===== src/rtl/aes_spi_pkg.sv =====
// Frame geometry and FSM encoding shared by the AES SPI initiator and responder.
package aes_spi_pkg;
    localparam int AES_SPI_TX_BITS = 256;
    localparam int AES_SPI_RX_BITS = 128;
    localparam int AES_SPI_FRAME   = AES_SPI_TX_BITS + AES_SPI_RX_BITS;

    typedef enum logic [1:0] {
        IDLE  = 2'd0,
        SHIFT = 2'd1,
        TRAIL = 2'd2,
        GAP   = 2'd3
    } spi_state_t;
endpackage


===== src/rtl/spi_clk_div.sv =====
// Half-period divider: one rise_tick/fall_tick pulse every CLK_DIV cycles while enabled, rise first.
// Ticks are combinational on the last count so the caller registers sck on that same edge; no backpressure.
module spi_clk_div #(
    parameter int CLK_DIV = 4
) (
    input  logic clk,
    input  logic rst,
    input  logic en,
    input  logic clr,
    output logic rise_tick,
    output logic fall_tick
);
    localparam int CW = (CLK_DIV > 1) ? $clog2(CLK_DIV) : 1;

    logic [CW-1:0] cnt;
    logic          phase;
    logic          wrap;

    assign wrap      = (cnt == CW'(CLK_DIV - 1));
    assign rise_tick = en && wrap && !phase;
    assign fall_tick = en && wrap && phase;

    always_ff @(posedge clk or posedge rst) begin
        if (rst) begin
            cnt   <= '0;
            phase <= 1'b0;
        end else if (clr) begin
            cnt   <= '0;
            phase <= 1'b0;
        end else if (en) begin
            if (wrap) begin
                cnt   <= '0;
                phase <= ~phase;
            end else begin
                cnt <= cnt + 1'b1;
            end
        end
    end
endmodule


===== src/rtl/spi_frame_master.sv =====
// SPI initiator: one fixed frame of TX_BITS out on mosi then RX_BITS in on miso; cs active-high, sck idle low.
// Frame takes CLK_DIV*(2*(TX_BITS+RX_BITS)+1) cycles plus CS_GAP; start is ignored (not queued) while busy.
module spi_frame_master
    import aes_spi_pkg::*;
#(
    parameter int CLK_DIV = 4,
    parameter int TX_BITS = AES_SPI_TX_BITS,
    parameter int RX_BITS = AES_SPI_RX_BITS,
    parameter int CS_GAP  = 4
) (
    input  logic               clk,
    input  logic               rst,
    input  logic               start,
    input  logic [TX_BITS-1:0] tx_data,
    output logic               busy,
    output logic               done,
    output logic [RX_BITS-1:0] rx_data,
    output logic               sck,
    output logic               mosi,
    input  logic               miso,
    output logic               cs
);
    localparam int NBITS = TX_BITS + RX_BITS;
    localparam int BCW   = $clog2(NBITS);
    localparam int WMAX  = (CLK_DIV > CS_GAP) ? CLK_DIV : CS_GAP;
    localparam int WW    = $clog2(WMAX + 1);

    spi_state_t         state;
    logic [TX_BITS-2:0] tx_sr;
    logic [RX_BITS-1:0] rx_sr;
    logic [BCW-1:0]     bit_cnt;
    logic [WW-1:0]      wcnt;
    logic               rise_tick;
    logic               fall_tick;

    spi_clk_div #(.CLK_DIV(CLK_DIV)) u_clk_div (
        .clk       (clk),
        .rst       (rst),
        .en        (state == SHIFT),
        .clr       (state != SHIFT),
        .rise_tick (rise_tick),
        .fall_tick (fall_tick)
    );

    always_ff @(posedge clk or posedge rst) begin
        if (rst) begin
            state   <= IDLE;
            cs      <= 1'b0;
            sck     <= 1'b0;
            mosi    <= 1'b0;
            busy    <= 1'b0;
            done    <= 1'b0;
            rx_data <= '0;
            tx_sr   <= '0;
            rx_sr   <= '0;
            bit_cnt <= '0;
            wcnt    <= '0;
        end else begin
            done <= 1'b0;
            case (state)
                IDLE: begin
                    if (start) begin
                        // MSB goes straight to mosi; the rest waits in the shift register.
                        mosi    <= tx_data[TX_BITS-1];
                        tx_sr   <= tx_data[TX_BITS-2:0];
                        cs      <= 1'b1;
                        busy    <= 1'b1;
                        bit_cnt <= '0;
                        state   <= SHIFT;
                    end
                end
                SHIFT: begin
                    if (rise_tick) begin
                        sck <= 1'b1;
                    end
                    if (fall_tick) begin
                        // Zero fill makes mosi idle low once the payload is exhausted.
                        sck   <= 1'b0;
                        mosi  <= tx_sr[TX_BITS-2];
                        tx_sr <= {tx_sr[TX_BITS-3:0], 1'b0};
                        if (bit_cnt >= BCW'(TX_BITS)) begin
                            rx_sr <= {rx_sr[RX_BITS-2:0], miso};
                        end
                        bit_cnt <= bit_cnt + 1'b1;
                        if (bit_cnt == BCW'(NBITS - 1)) begin
                            wcnt  <= '0;
                            state <= TRAIL;
                        end
                    end
                end
                TRAIL: begin
                    if (wcnt == WW'(CLK_DIV - 1)) begin
                        cs      <= 1'b0;
                        done    <= 1'b1;
                        rx_data <= rx_sr;
                        wcnt    <= '0;
                        state   <= GAP;
                    end else begin
                        wcnt <= wcnt + 1'b1;
                    end
                end
                GAP: begin
                    if (wcnt == WW'(CS_GAP - 1)) begin
                        busy  <= 1'b0;
                        state <= IDLE;
                    end else begin
                        wcnt <= wcnt + 1'b1;
                    end
                end
                default: state <= IDLE;
            endcase
        end
    end
endmodule


===== config.mk =====
export PLATFORM = sky130hd
export DESIGN_NAME = spi_frame_master
export DESIGN_NICKNAME = d
export VERILOG_FILES = /design/src/rtl/aes_spi_pkg.sv /design/src/rtl/spi_clk_div.sv /design/src/rtl/spi_frame_master.sv
export SDC_FILE = /design/constraint.sdc
export NUM_CORES = 1
export LEC_CHECK = 0
export ABC_AREA = 1
export CAP_MARGIN = 0
export CELL_PAD_IN_SITES_DETAIL_PLACEMENT = 2
export CELL_PAD_IN_SITES_GLOBAL_PLACEMENT = 2
export CORE_MARGIN = 1
export CORE_UTILIZATION = 34
export DETAILED_ROUTE_END_ITERATION = 6
export PLACE_DENSITY = 0.83
export RECOVER_POWER = 25
export SLEW_MARGIN = 20
export SYNTH_ARGS = -nofsm -noshare
export SYNTH_HDL_FRONTEND = slang
export SYNTH_SLANG_ARGS = --single-unit

===== constraint.sdc =====
create_clock -name clk -period 33.1 [get_ports clk]
set_input_delay 6.62 -clock clk [delete_from_list [all_inputs] [get_ports clk]]
set_output_delay 6.62 -clock clk [all_outputs]
set_load 0.01 [all_outputs]

==> impl_metrics.xml, run 1 <==
<?xml version="1.0" encoding="UTF-8"?>
<metrics>
  <group name="critical_path">
    <metric name="start_kind" unit="">flip-flop</metric>
    <metric name="critical_path_buf_inv_count" unit="">6</metric>
    <metric name="worst_ep_required_time" unit="ns">33.53</metric>
    <metric name="regToRegEndpoint" unit="">tx_sr[108]$_DFFE_PP0P_</metric>
    <metric name="worst_ep_arrival_time" unit="ns">14.14</metric>
    <metric name="critical_path.max_stage_delay" unit="ns">5.92</metric>
    <metric name="cpLargestDelayFamily" unit="">buffers and inverters</metric>
    <metric name="worst_r2r_setup_slack" unit="ns">19.39</metric>
    <metric name="crit_path_end_kind" unit="">flip-flop</metric>
    <metric name="cp.depth" unit="">11</metric>
    <metric name="crit_path_cell_trace" unit="">inv_1 &gt; ha_1 &gt; clkbuf_1 &gt; clkinvlp_2 &gt; a21oi_2 &gt; nor2_4 &gt; buf_12 &gt; buf_16 &gt; buf_6 &gt; nor2_1 &gt; a31oi_1</metric>
    <metric name="worst-r2r-cell-count" unit="">11</metric>
    <metric name="critical_path.reg2reg.startpoint" unit="">state[1]$_DFFE_PP0P_</metric>
    <metric name="cp_slowest_cell" unit="">sky130_fd_sc_hd__clkinvlp_2</metric>
    <metric name="endpoint" unit="">tx_sr[108]$_DFFE_PP0P_</metric>
    <metric name="worst_setup_path_startpoint" unit="">state[1]$_DFFE_PP0P_</metric>
    <metric name="worstPathMaxFanout" unit="">186</metric>
    <metric name="ws_path_type" unit="">flip-flop to flip-flop</metric>
  </group>
  <group name="sta">
    <metric name="setup_slack" unit="ns">19.39</metric>
    <metric name="finalSetupViolCount" unit="">0</metric>
    <metric name="worst_slew_margin_rel" unit="%">-270</metric>
    <metric name="maxClockFrequency" unit="MHz">72.9</metric>
    <metric name="setup_tns" unit="ns">0</metric>
    <metric name="timing.final.max_slew_violations" unit="">915</metric>
    <metric name="worst_clock_skew" unit="ns">0.0217</metric>
    <metric name="unrepaired_setup_endpoints_after_global_routing" unit="">false</metric>
    <metric name="finalHoldViolCount" unit="">0</metric>
    <metric name="tightest_slew" unit="ns">5.53</metric>
    <metric name="finalCriticalPeriod" unit="ns">13.71</metric>
    <metric name="final.period_utilization" unit="%">41.4</metric>
  </group>
  <group name="clocking">
    <metric name="setup_repair_bufs_after_cts" unit="">0</metric>
    <metric name="clock_root_buffer" unit="">sky130_fd_sc_hd__clkbuf_16</metric>
    <metric name="tritoncts" unit="">done</metric>
    <metric name="worst_setup_hold_path_clk_slew" unit="ns">0.06</metric>
    <metric name="number_of_clock_sinks_seen_by_cts" unit="">533</metric>
    <metric name="cts-htree-levels" unit="">2</metric>
    <metric name="post_cts.resized_instances" unit="">0</metric>
    <metric name="clk-insertion-delay-late" unit="ns">0.63</metric>
    <metric name="cts_inserted_buffers" unit="">59</metric>
    <metric name="clockBufferDepth" unit="">3</metric>
    <metric name="cts_hold_repair.buffers" unit="">0</metric>
  </group>
  <group name="die">
    <metric name="rows" unit="">92</metric>
    <metric name="core_area" unit="mm^2">0.0635</metric>
    <metric name="die_x" unit="um">257</metric>
    <metric name="floorplan.initialDensity" unit="%">34.7</metric>
    <metric name="floorplan.die.height" unit="um">257</metric>
    <metric name="num_io_pins" unit="">393</metric>
    <metric name="design.die.area" unit="mm^2">0.0658</metric>
  </group>
  <group name="synth">
    <metric name="syn-cell-area" unit="mm^2">0.0220</metric>
    <metric name="synth.area.mux_share" unit="%">0</metric>
    <metric name="synth_seq_area_share" unit="%">60.6</metric>
    <metric name="synthSimpleGateAreaFrac" unit="%">18.9</metric>
    <metric name="synth.lib_cells_used.distinct" unit="">24</metric>
    <metric name="synth.ff_latch_count" unit="">533</metric>
    <metric name="yosysWarnings" unit="">0</metric>
    <metric name="synth_top_family_by_area" unit="">simple AND/OR/NAND/NOR gates</metric>
    <metric name="yosys.area_share.xor_xnor" unit="%">0</metric>
    <metric name="syn-instance-count" unit="">2498</metric>
    <metric name="yosys.area_share.adder" unit="%">0.511</metric>
    <metric name="synthesis.nets" unit="">2767</metric>
    <metric name="post_synth.cell_area_avg" unit="um^2">8.82</metric>
    <metric name="synth-compound-area-share" unit="%">13.6</metric>
  </group>
  <group name="place">
    <metric name="dp_slack" unit="ns">23.19</metric>
    <metric name="post_dp_area" unit="mm^2">0.0264</metric>
    <metric name="detailed_place_hpwl" unit="mm">46.7</metric>
    <metric name="io_buffer_count" unit="">392</metric>
    <metric name="gp_congestion" unit="">0.770</metric>
  </group>
  <group name="worst_hold_path">
    <metric name="min-delay-path-class" unit="">flip-flop to flip-flop</metric>
  </group>
  <group name="pwr">
    <metric name="ir_drop" unit="V">0.0000682</metric>
    <metric name="power.leakage" unit="nW">12.2</metric>
    <metric name="power_per_unit_of_standard_cell_area" unit="mW/mm^2">85.1</metric>
  </group>
  <group name="drt">
    <metric name="route.final.wire_length" unit="mm">72.0</metric>
    <metric name="initialDrtViolationCount" unit="">1108</metric>
    <metric name="drt_drc_violations_left" unit="">0</metric>
    <metric name="vias" unit="">18700</metric>
    <metric name="postRouteAntennaNets" unit="">0</metric>
    <metric name="vias_per_cell" unit="">5.08</metric>
    <metric name="firstDrtPassIters" unit="">5</metric>
    <metric name="routed_wire_length_per_instance" unit="um">19.5</metric>
  </group>
  <group name="global_routing">
    <metric name="initial_antenna_violation_count" unit="">16</metric>
    <metric name="global_route.overflow_total" unit="">0</metric>
    <metric name="grt.total_usage" unit="%">21.8</metric>
    <metric name="pin_count_of_the_biggest_net_entering_global_routing" unit="">278</metric>
    <metric name="number_of_global_route_vias_before_repair" unit="">21100</metric>
    <metric name="first_pass_grt_wire_length" unit="mm">116</metric>
  </group>
  <group name="layout">
    <metric name="drive_gt1_share" unit="%">4.05</metric>
    <metric name="fin_area" unit="mm^2">0.0284</metric>
    <metric name="filler_cell_count" unit="">6858</metric>
    <metric name="layout-area-overhead-vs-synth" unit="%">29.0</metric>
    <metric name="fin_nets" unit="">3065</metric>
  </group>
  <group name="status">
    <metric name="violations" unit="">capacitance limit, slew limit</metric>
    <metric name="result_of_the_run" unit="">finished with violations</metric>
  </group>
  <group name="flow_run">
    <metric name="timing.max_cap.violations" unit="">10</metric>
  </group>
</metrics>
## power by group
| part | switching [mW] | internal, mW |
|---|---|---|
| clock | 0.281 | 0.415 |
| sequential | 0.0990 | 0.832 |
| combinational | 0.504 | 0.286 |
## how the worst min path moves through the flow
stage                                     from                    endpoint  slack, ns  cells past startpoint
finish              u_clk_div.cnt[0]$_DFF_PP0_  u_clk_div.cnt[0]$_DFF_PP0_       0.43                      1
global route        u_clk_div.cnt[0]$_DFF_PP0_  u_clk_div.cnt[0]$_DFF_PP0_       0.45                      1
CTS                 u_clk_div.cnt[0]$_DFF_PP0_  u_clk_div.cnt[0]$_DFF_PP0_       0.44                      1
detailed placement  u_clk_div.cnt[0]$_DFF_PP0_  u_clk_div.cnt[0]$_DFF_PP0_       0.43                      1
floorplan           u_clk_div.cnt[0]$_DFF_PP0_  u_clk_div.cnt[0]$_DFF_PP0_       0.41                      1
global placement    u_clk_div.cnt[0]$_DFF_PP0_  u_clk_div.cnt[0]$_DFF_PP0_       0.42                      1
## logic make-up after synthesis
kind of cell	Yosys count
AO/OA/AOI/OAI	533
flip-flops	533
buffers and inverters	325
AND/OR/NAND/NOR	1098
adder cells (fa/ha/maj)	9
## synth_stat cells
library cell,count,area (um^2)
sky130_fd_sc_hd__o21bai_1,1,7.51
sky130_fd_sc_hd__buf_2,74,370
sky130_fd_sc_hd__nor2_1,261,980
sky130_fd_sc_hd__a32o_1,1,10.0
sky130_fd_sc_hd__a21boi_0,1,7.51
sky130_fd_sc_hd__or2_2,2,12.5
sky130_fd_sc_hd__buf_1,5,18.8
sky130_fd_sc_hd__nand3_1,17,85.1
sky130_fd_sc_hd__dfrtp_1,533,13300
sky130_fd_sc_hd__inv_2,1,3.75
sky130_fd_sc_hd__a21oi_2,1,8.76
sky130_fd_sc_hd__nor2_2,1,6.26
sky130_fd_sc_hd__a21oi_1,7,35.0
sky130_fd_sc_hd__clkbuf_1,81,304
sky130_fd_sc_hd__buf_6,12,135
sky130_fd_sc_hd__nand2_1,809,3040
sky130_fd_sc_hd__inv_1,152,571
sky130_fd_sc_hd__o21ai_0,264,1320
sky130_fd_sc_hd__nor3_1,1,5.00
sky130_fd_sc_hd__nand4_1,7,43.8
sky130_fd_sc_hd__o21ai_1,1,5.00
sky130_fd_sc_hd__a31oi_1,256,1600
sky130_fd_sc_hd__o21a_1,1,7.51
sky130_fd_sc_hd__ha_1,9,113
## layout make-up
cell class              instances  area [um^2]  area share [%]
inverters                     153          577            2.03
diodes                          2         5.00          0.0176
repair buffers                409         4090            14.4
multi-input cells            1640         7290            25.7
clock buffers                  84         1710            6.02
flip-flops and latches        533        13300            47.0
clock inverters                24          339            1.19
well taps                     846         1060            3.73
## cells in the final DEF (no fill, tap or decap), drive strengths merged, types with 2 or more instances in the layout
master and n:
nand2 809, nor2 262, ha 9, clkbuf 89, o21ai 265, bufinv 7, clkinv 11, nand3 17
a21oi 8, clkdlybuf4s50 390, nand4 7, buf 12, dfrtp 533, or2 2, clkinvlp 3, dlygate4sd3 2
inv 156, a31oi 256, diode 2
## metrics by stage
stage	hold WS, ns	util [%]	instances	total power [mW]
after global routing	0.452	44.7	3690	2.58
after global placement	0.419	41.5	3580	1.63
after floorplan	0.407	-	2498	1.51
final	0.433	44.7	3691	2.42
after detailed placement	0.428	41.5	3580	1.71
after CTS	0.436	44.7	3688	2.42
## layer usage
layer | wire length, um | up-vias | global-route usage [%]
li1 | - | 8690 | -
met1 | 29300 | 9503 | 25.9
met2 | 36500 | 376 | 38.6
met3 | 3710 | 149 | 5.05
met4 | 2280 | 26 | 7.37
met5 | 174 | - | 0
## sequential cells by signal, indices dropped and copies added (netlist names)
signal,count
tx_sr,255
rx_data,128
rx_sr,128
bit_cnt,9
wcnt,3
state,2
u_clk_div.cnt,2
busy,1
cs,1
done,1
mosi,1
sck,1
u_clk_div.phase,1
No activity file was read; power rests on OpenSTA's default activity.
==> inputs of run 2 (changes only) <==
--- a/config.mk
+++ b/config.mk
@@ -10,9 +10,9 @@
 export CELL_PAD_IN_SITES_DETAIL_PLACEMENT = 2
 export CELL_PAD_IN_SITES_GLOBAL_PLACEMENT = 2
 export CORE_MARGIN = 1
-export CORE_UTILIZATION = 34
+export CORE_UTILIZATION = 29
 export DETAILED_ROUTE_END_ITERATION = 6
-export PLACE_DENSITY = 0.83
+export PLACE_DENSITY = 0.75
 export RECOVER_POWER = 25
 export SLEW_MARGIN = 20
 export SYNTH_ARGS = -nofsm -noshare
==> constraint.sdc (replaced) <==
create_clock -name clk -period 11.6 [get_ports clk]
set_input_delay 2.32 -clock clk [delete_from_list [all_inputs] [get_ports clk]]
set_output_delay 2.32 -clock clk [all_outputs]
set_load 0.01 [all_outputs]
==> impl_metrics.xml, run 2 (same netlist as run 1, synthesis figures left out) <==
<?xml version="1.0" encoding="UTF-8"?>
<metrics>
  <group name="flow_run">
    <metric name="timing.max_cap.violations" unit="">5</metric>
  </group>
  <group name="sta">
    <metric name="tightest_slew" unit="ns">4.02</metric>
    <metric name="finalSetupViolCount" unit="">0</metric>
    <metric name="worst_slew_margin_rel" unit="%">-168</metric>
    <metric name="setup_tns" unit="ns">0</metric>
    <metric name="final.period_utilization" unit="%">64.3</metric>
    <metric name="timing.final.max_slew_violations" unit="">369</metric>
    <metric name="finalCriticalPeriod" unit="ns">7.45</metric>
    <metric name="finalHoldViolCount" unit="">0</metric>
    <metric name="worst_clock_skew" unit="ns">0.0206</metric>
    <metric name="maxClockFrequency" unit="MHz">134</metric>
    <metric name="unrepaired_setup_endpoints_after_global_routing" unit="">false</metric>
  </group>
  <group name="worst_hold_path">
    <metric name="hp-start" unit="">u_clk_div.cnt[0]$_DFF_PP0_</metric>
    <metric name="whs_endpoint" unit="">u_clk_div.cnt[0]$_DFF_PP0_</metric>
    <metric name="min-delay-path-class" unit="">flip-flop to flip-flop</metric>
    <metric name="timing.hold.worst_path_depth" unit="">1</metric>
  </group>
  <group name="layout">
    <metric name="filler_cell_count" unit="">8229</metric>
    <metric name="layout-area-overhead-vs-synth" unit="%">30.2</metric>
    <metric name="largest_reg_flops" unit="">255</metric>
    <metric name="mostFrequentLayoutCell" unit="">sky130_fd_sc_hd__nand2_1</metric>
    <metric name="final_cell_mix" unit="">sky130_fd_sc_hd__nand2_1 (809), sky130_fd_sc_hd__dfrtp_1 (533), sky130_fd_sc_hd__clkdlybuf4s50_1 (390), sky130_fd_sc_hd__o21ai_0 (264), sky130_fd_sc_hd__nor2_1 (261)</metric>
    <metric name="largest-register" unit="">tx_sr</metric>
    <metric name="drive_gt1_share" unit="%">4.11</metric>
    <metric name="fin_area" unit="mm^2">0.0287</metric>
    <metric name="fin_nets" unit="">3071</metric>
    <metric name="largest_registers" unit="">tx_sr (255), rx_data (128), rx_sr (128)</metric>
  </group>
  <group name="place">
    <metric name="detailed_place_hpwl" unit="mm">43.9</metric>
    <metric name="io_buffer_count" unit="">392</metric>
    <metric name="gp_congestion" unit="">0.747</metric>
    <metric name="post_dp_area" unit="mm^2">0.0265</metric>
  </group>
  <group name="status">
    <metric name="violations" unit="">capacitance limit, slew limit</metric>
    <metric name="result_of_the_run" unit="">finished with violations</metric>
  </group>
  <group name="drt">
    <metric name="route.final.wire_length" unit="mm">67.0</metric>
    <metric name="vias_per_cell" unit="">4.82</metric>
    <metric name="vias" unit="">18400</metric>
    <metric name="initialDrtViolationCount" unit="">1014</metric>
    <metric name="postRouteAntennaNets" unit="">0</metric>
    <metric name="routed_wire_length_per_instance" unit="um">17.5</metric>
    <metric name="drt_drc_violations_left" unit="">0</metric>
    <metric name="firstDrtPassIters" unit="">4</metric>
  </group>
  <group name="critical_path">
    <metric name="critical_path.reg2reg.startpoint" unit="">state[1]$_DFFE_PP0P_</metric>
    <metric name="ws_path_type" unit="">flip-flop to flip-flop</metric>
    <metric name="cp_slowest_cell" unit="">sky130_fd_sc_hd__clkbuf_1</metric>
    <metric name="critical_path.max_stage_delay" unit="ns">2.88</metric>
    <metric name="worst_ep_arrival_time" unit="ns">7.95</metric>
    <metric name="regToRegEndpoint" unit="">tx_sr[153]$_DFFE_PP0P_</metric>
    <metric name="start_kind" unit="">flip-flop</metric>
    <metric name="worst_ep_required_time" unit="ns">12.09</metric>
    <metric name="worstPathMaxFanout" unit="">89</metric>
    <metric name="crit_path_cell_trace" unit="">inv_1 &gt; ha_1 &gt; clkbuf_1 &gt; clkbuf_1 &gt; nand2_1 &gt; a31oi_1</metric>
    <metric name="worst-r2r-cell-count" unit="">6</metric>
    <metric name="crit_path_end_kind" unit="">flip-flop</metric>
    <metric name="worst_r2r_setup_slack" unit="ns">4.15</metric>
    <metric name="cpMostUsedCell" unit="">sky130_fd_sc_hd__clkbuf_1</metric>
  </group>
  <group name="pwr">
    <metric name="power_per_unit_of_standard_cell_area" unit="mW/mm^2">239</metric>
    <metric name="ir_drop" unit="V">0.000223</metric>
    <metric name="power.leakage" unit="nW">12.2</metric>
  </group>
  <group name="clocking">
    <metric name="cts_hold_repair.buffers" unit="">0</metric>
    <metric name="worst_setup_hold_path_clk_slew" unit="ns">0.06</metric>
    <metric name="number_of_clock_sinks_seen_by_cts" unit="">533</metric>
    <metric name="clk-insertion-delay-late" unit="ns">0.59</metric>
    <metric name="post_cts.resized_instances" unit="">0</metric>
    <metric name="setup_repair_bufs_after_cts" unit="">0</metric>
    <metric name="clockBufferDepth" unit="">3</metric>
    <metric name="clock_root_buffer" unit="">sky130_fd_sc_hd__clkbuf_16</metric>
    <metric name="cts_inserted_buffers" unit="">66</metric>
    <metric name="cts-htree-levels" unit="">3</metric>
    <metric name="tritoncts" unit="">done</metric>
  </group>
  <group name="global_routing">
    <metric name="number_of_global_route_vias_before_repair" unit="">20600</metric>
    <metric name="initial_antenna_violation_count" unit="">9</metric>
    <metric name="global_route.overflow_total" unit="">0</metric>
    <metric name="first_pass_grt_wire_length" unit="mm">110</metric>
    <metric name="grt.total_usage" unit="%">17.5</metric>
    <metric name="pin_count_of_the_biggest_net_entering_global_routing" unit="">282</metric>
  </group>
  <group name="die">
    <metric name="floorplan.initialDensity" unit="%">29.4</metric>
    <metric name="design.die.area" unit="mm^2">0.0771</metric>
    <metric name="num_io_pins" unit="">393</metric>
    <metric name="rows" unit="">100</metric>
    <metric name="die_x" unit="um">278</metric>
    <metric name="core_area" unit="mm^2">0.0748</metric>
    <metric name="floorplan.die.height" unit="um">278</metric>
  </group>
</metrics>
-- run 2: cell count changes in the layout (fill, tap and decap cells not counted), moves of 2 or more --
| cell | delta |
|---|---|
| sky130_fd_sc_hd__clkbuf_16 | +9 |
| sky130_fd_sc_hd__clkbuf_1 | +5 |
| sky130_fd_sc_hd__bufinv_16 | -4 |
| sky130_fd_sc_hd__buf_12 | +3 |
| sky130_fd_sc_hd__buf_4 | -3 |
| sky130_fd_sc_hd__clkbuf_8 | -3 |
| sky130_fd_sc_hd__diode_2 | +2 |
-- run 2: routing by layer --
layer	vias up	global-route usage, %	share of wire [%]
met2	339	29.9	49
met4	10	5.34	2.3
met1	9276	21.5	43
met3	111	4.49	5.4
li1	8698	-	-
met5	-	0	0.11
-- run 2: worst max-delay path, delay by kind of cell, from the launching register on --
family / cells / cell delay (ns)
fa+ha+maj: 1 / 0.36
flops: 1 / 0.42
simple gates: 1 / 0.35
buf+inv: 3 / 5.85
compound gates: 1 / 0.31
-- run 2: how the worst max path moves through the flow --
stage | from | end | depth (start not counted) | slack, ns
final | state[1]$_DFFE_PP0P_ | tx_sr[153]$_DFFE_PP0P_ | 6 | 4.15
after global routing | state[1]$_DFFE_PP0P_ | tx_sr[153]$_DFFE_PP0P_ | 6 | 3.30
after CTS | start | tx_sr[185]$_DFFE_PP0P_ | 8 | 6.67
after detailed placement | start | tx_sr[175]$_DFFE_PP0P_ | 8 | 6.04
after global placement | start | tx_sr[180]$_DFFE_PP0P_ | 8 | 6.20
after floorplan | rst | bit_cnt[0]$_DFFE_PP0P_ | 1 | 2.03
-- run 2: area by class of cell --
| type | count | area, um^2 | area share [%] |
|---|---|---|---|
| flip-flops and latches | 533 | 13300 | 46.5 |
| clock inverters | 21 | 221 | 0.772 |
| repair buffers | 408 | 4110 | 14.3 |
| well taps | 969 | 1210 | 4.23 |
| multi-input cells | 1640 | 7290 | 25.4 |
| inverters | 153 | 583 | 2.03 |
| clock buffers | 95 | 1910 | 6.67 |
| diodes | 4 | 10.0 | 0.0349 |
-- run 2: power breakdown --
| part | total [mW] | switching [mW] | internal, mW |
|---|---|---|---|
| sequential | 2.64 | 0.272 | 2.37 |
| clock | 2.04 | 0.822 | 1.22 |
| combinational | 2.18 | 1.41 | 0.770 |
-- run 2: metrics by stage --
| step | instances | worst slack (ns) | utilization (%) | power, mW | hold slack, ns |
|---|---|---|---|---|---|
| final | 3823 | 4.15 | 38.3 | 6.86 | 0.467 |
| after floorplan | 2498 | 2.03 | - | 4.31 | 0.407 |
| after CTS | 3817 | 6.67 | 38.3 | 6.96 | 0.472 |
| after global placement | 3701 | 6.20 | 35.5 | 4.66 | 0.419 |
| after detailed placement | 3701 | 6.04 | 35.5 | 4.86 | 0.456 |
| after global routing | 3823 | 3.30 | 38.3 | 7.40 | 0.482 |
==> RTL change 1: new RTL, config.mk and constraints of run 2 <==
Put one more register stage on the output `rx_data`, without a reset. The value now appears one clock later. The other outputs are not delayed to match.
--- a/src/rtl/spi_frame_master.sv
+++ b/src/rtl/spi_frame_master.sv
@@ -25,6 +25,8 @@
     localparam int WMAX  = (CLK_DIV > CS_GAP) ? CLK_DIV : CS_GAP;
     localparam int WW    = $clog2(WMAX + 1);
 
+    logic [RX_BITS-1:0] rx_data_s0;
+
     spi_state_t         state;
     logic [TX_BITS-2:0] tx_sr;
     logic [RX_BITS-1:0] rx_sr;
@@ -50,7 +52,7 @@
             mosi    <= 1'b0;
             busy    <= 1'b0;
             done    <= 1'b0;
-            rx_data <= '0;
+            rx_data_s0 <= '0;
             tx_sr   <= '0;
             rx_sr   <= '0;
             bit_cnt <= '0;
@@ -92,7 +94,7 @@
                     if (wcnt == WW'(CLK_DIV - 1)) begin
                         cs      <= 1'b0;
                         done    <= 1'b1;
-                        rx_data <= rx_sr;
+                        rx_data_s0 <= rx_sr;
                         wcnt    <= '0;
                         state   <= GAP;
                     end else begin
@@ -111,5 +113,9 @@
             endcase
         end
     end
+    always_ff @(posedge clk) begin
+        rx_data <= rx_data_s0;
+    end
+
 endmodule
 
Formal check against the unedited RTL: no difference found for any inputs over 4 cycles, from zero or initial values and one cycle with rst high; that may be too few to reach the edited logic, so the function may still have changed.
==> RTL change 1 against run 2 <==
First-iteration DRC count down 22%; critical path depth unchanged; total power up 13%; final area up 11%; setup slack better by 530 ps; global-route usage down 1.3 points; routed wire length up 3.8%; sequential share of layout area up 3.3 points; utilization down 0.16 points; the flow still finishes with violations (max-capacitance violations, max-slew violations); critical path type unchanged; synthesized area up 12%; sequential cell count up 128.
==> RTL change 1: results <==
[route]
vias = 19257
wl_met3_um = 4040
wl_met2_um = 34700
drt-met1-wl_um = 28900

[timing]
relSlewSlack_pct = -209
skew_ps = 37.3
drv_slew = 484
period_share_pct = 59.7

[layout]
n_all_inverters = 151
signal_buffers = 406
seq_share_pct = 49.8
stdcell_count = 4139
multi_input_area_share_pct = 22.8
nets = 3207
signal_buffer_area_fraction_pct = 12.8
clkCellAreaFrac_pct = 8.25
n_clock_buffer = 119
fillerInstances = 8975

[power]
power.share.switching_pct = 34.4
p_leak_nw = 13.5
pg_seq_mw = 3.09
powerDensity_nw_per_um2 = 243

[place]
dpl.hpwl_um = 44400
gp_congestion = 0.759
post-place-ws_ps = 5170
dp_cells = 3993
dpl-instance-area_um2 = 29300

[grt]
grtUsageMet3_pct = 4.27
gr-usage-met2_pct = 28.2
grtUsageTotal_pct = 16.2
grt_pass1_vias = 21394
use_met1_pct = 19.5
antenna_found_initial = 22
grt_pass1_wl_um = 114000

[setup_path]
startpoint = "wcnt[0]$_DFFE_PP0P_"
rrSetupSlack_ps = 4680
worstPathArrival_ps = 7390

[synthesis]
syn_area_per_cell_um2 = 9.36
syn_inst = 2625
synth_compound_area_share_pct = 12.2
synthTopCellsByArea = "dfrtp_1, nand2_1, dfxtp_1"
synthAdderAreaFrac_pct = 0.458
ys_async_sr_fraction_pct = 80.6
seq_area_frac_synth_pct = 64.7
ys_types = 26
syn_nets = 2894
yosys-top-cells-count = "nand2_1, dfrtp_1, nor2_1, o21ai_0, a31oi_1"

[run_status]
status = "finished with violations"
violations = "max-capacitance violations, max-slew violations"

[cts]
cts_buffers = 76
clk_latency_ps = 630

[flow_run]
maxCapViolCount = 5

[min_path]
hold_path_depth = 0
[RTL change 1: cell types whose count changed in the layout (fill, tap and decap cells not counted), moves of 4 or more]
| cell | delta |
|---|---|
| nand2_1 | +4 |
| inv_6 | -4 |
| clkbuf_16 | +9 |
| dfxtp_1 | +128 |
| clkbuf_8 | +12 |
[RTL change 1: worst min-delay path by stage]
stage | from | end | slack (ps)
2_1_floorplan | rx_data_s0[0]$_DFFE_PP0P_ | rx_data[0]$_DFF_P_ | 350
3_3_place_gp | rx_data_s0[63]$_DFFE_PP0P_ | rx_data[63]$_DFF_P_ | 350
3_5_place_dp | rx_data_s0[118]$_DFFE_PP0P_ | rx_data[118]$_DFF_P_ | 360
4_1_cts | rx_data_s0[83]$_DFFE_PP0P_ | rx_data[83]$_DFF_P_ | 360
5_1_grt | rx_data_s0[83]$_DFFE_PP0P_ | rx_data[83]$_DFF_P_ | 370
6_report | rx_data_s0[12]$_DFFE_PP0P_ | rx_data[12]$_DFF_P_ | 360
==> RTL change 2: new RTL, config.mk and constraints of run 2 <==
Made on the original files. `AES_SPI_RX_BITS`: 128 -> 64.
--- a/src/rtl/aes_spi_pkg.sv
+++ b/src/rtl/aes_spi_pkg.sv
@@ -1,7 +1,7 @@
 // Frame geometry and FSM encoding shared by the AES SPI initiator and responder.
 package aes_spi_pkg;
     localparam int AES_SPI_TX_BITS = 256;
-    localparam int AES_SPI_RX_BITS = 128;
+    localparam int AES_SPI_RX_BITS = 64;
     localparam int AES_SPI_FRAME   = AES_SPI_TX_BITS + AES_SPI_RX_BITS;
 
     typedef enum logic [1:0] {
Ports: changed (resized rx_data); port bits go from 393 to 329. The function was not compared with the original's and may differ.
==> RTL change 2 against run 2 <==
The flow still finishes with violations (max-capacitance violations, max-slew violations); sequential cell count shrank 128; setup slack gained 930 ps; final area shrank 21%; routed wire length shrank 21%; synthesized area shrank 22%; first-iteration DRC count shrank 21%; total power shrank 15%; largest power group unchanged.
==> RTL change 2: results <==
[grt]
grt_pass1_vias = 16421
grtUsageTotal_pct = 17.7
grt_pass1_wl_um = 86700
antenna_found_initial = 2
grt_max_degree = 271

[layout]
fillerInstances = 6467
largestRegisters = "tx_sr x255, rx_data x64, rx_sr x64"
nets = 2539
antenna_cells = 0
drive_above_1_share_pct = 3.82

[route]
drt-initial-drc-count = 798
wl_per_cell_um = 17.3
viasPerCell = 4.84

[setup_path]
cp_max_fo = 127
worstPathArrival_ps = 6760

[place]
gp_congestion = 0.731
io_buffers = 328
dpl.hpwl_um = 34700

[cts]
cts_buffers = 48
htreeDepth = 2

[synthesis]
ys_types = 24
seq_area_frac_synth_pct = 58.7
synthTopCellsByArea = "dfrtp_1, nand2_1, a31oi_1"
yosys-top-cells-count = "nand2_1, dfrtp_1, nor2_1"
syn_nets = 2289

[run_status]
status = "finished with violations"
violations = "max-capacitance violations, max-slew violations"

[flow_run]
maxCapViolCount = 5

[timing]
skew_ps = 16.4
drv_slew = 452

[power]
peakVddDrop_uv = 271

[floorplan]
die_w_um = 246
-- RTL change 2: area by class of cell --
cell class | instances | share of cell area [%]
sequential | 405 | 44.8
multi-input combinational | 1384 | 27.3
timing repair buffer | 343 | 15.2
clock buffer | 74 | 6.37
tap | 773 | 4.28
inverter | 88 | 1.50
clock inverter | 10 | 0.520
-- RTL change 2: logic make-up (layout without fill, tap and decap cells) --
logic type / after synthesis / in the layout / synth area share, %
simple gates: 971 / 971 / 21.4
flops: 405 / 405 / 58.7
compound gates: 404 / 404 / 13.7
buf+inv: 231 / 515 / 5.58
fa+ha+maj: 9 / 9 / 0.652
-- RTL change 2: report_power, final --
group | switching (mW) | total (mW) | internal, mW
clock network | 0.614 | 1.51 | 0.896
registers | 0.268 | 2.19 | 1.93
logic | 1.39 | 2.15 | 0.758
total | 2.27 | 5.85 | 3.58
-- RTL change 2: critical path: cells and delay by family (launching register included) --
kind / cells / cell delay [ps]
compound gates: 1 / 390
flops: 1 / 410
buf+inv: 2 / 3260
fa+ha+maj: 1 / 1420
simple gates: 2 / 540
-- RTL change 2: how the worst max path moves through the flow --
stage                                  end  cells after the start  slack [ps]
floorplan           bit_cnt[0]$_DFFE_PP0P_                      1        3820
global placement    bit_cnt[2]$_DFFE_PP0P_                      9        6360
detailed placement    tx_sr[0]$_DFFE_PP0P_                      9        6300
CTS                 bit_cnt[2]$_DFFE_PP0P_                      9        6930
global route         rx_sr[43]$_DFFE_PP0P_                      6        4020
finish               rx_sr[10]$_DFFE_PP0P_                      6        5070
-- RTL change 2: routing by layer --
metal  routed length [um]  GRT usage (%)
met4                 1160           5.32
met1                23200           22.0
met3                 1820           2.84
met5                   24              0
met2                27000           31.2
-- RTL change 2: stage by stage --
| step | instance area, um2 | hold slack (ps) | cells |
|---|---|---|---|
| final | 22600 | 436 | 3077 |
| after global routing | 22600 | 476 | 3077 |
| after CTS | 22600 | 440 | 3076 |
| after detailed placement | 21100 | 432 | 2992 |
| after global placement | 21100 | 417 | 2992 |
| after floorplan | 17300 | 407 | 2020 |
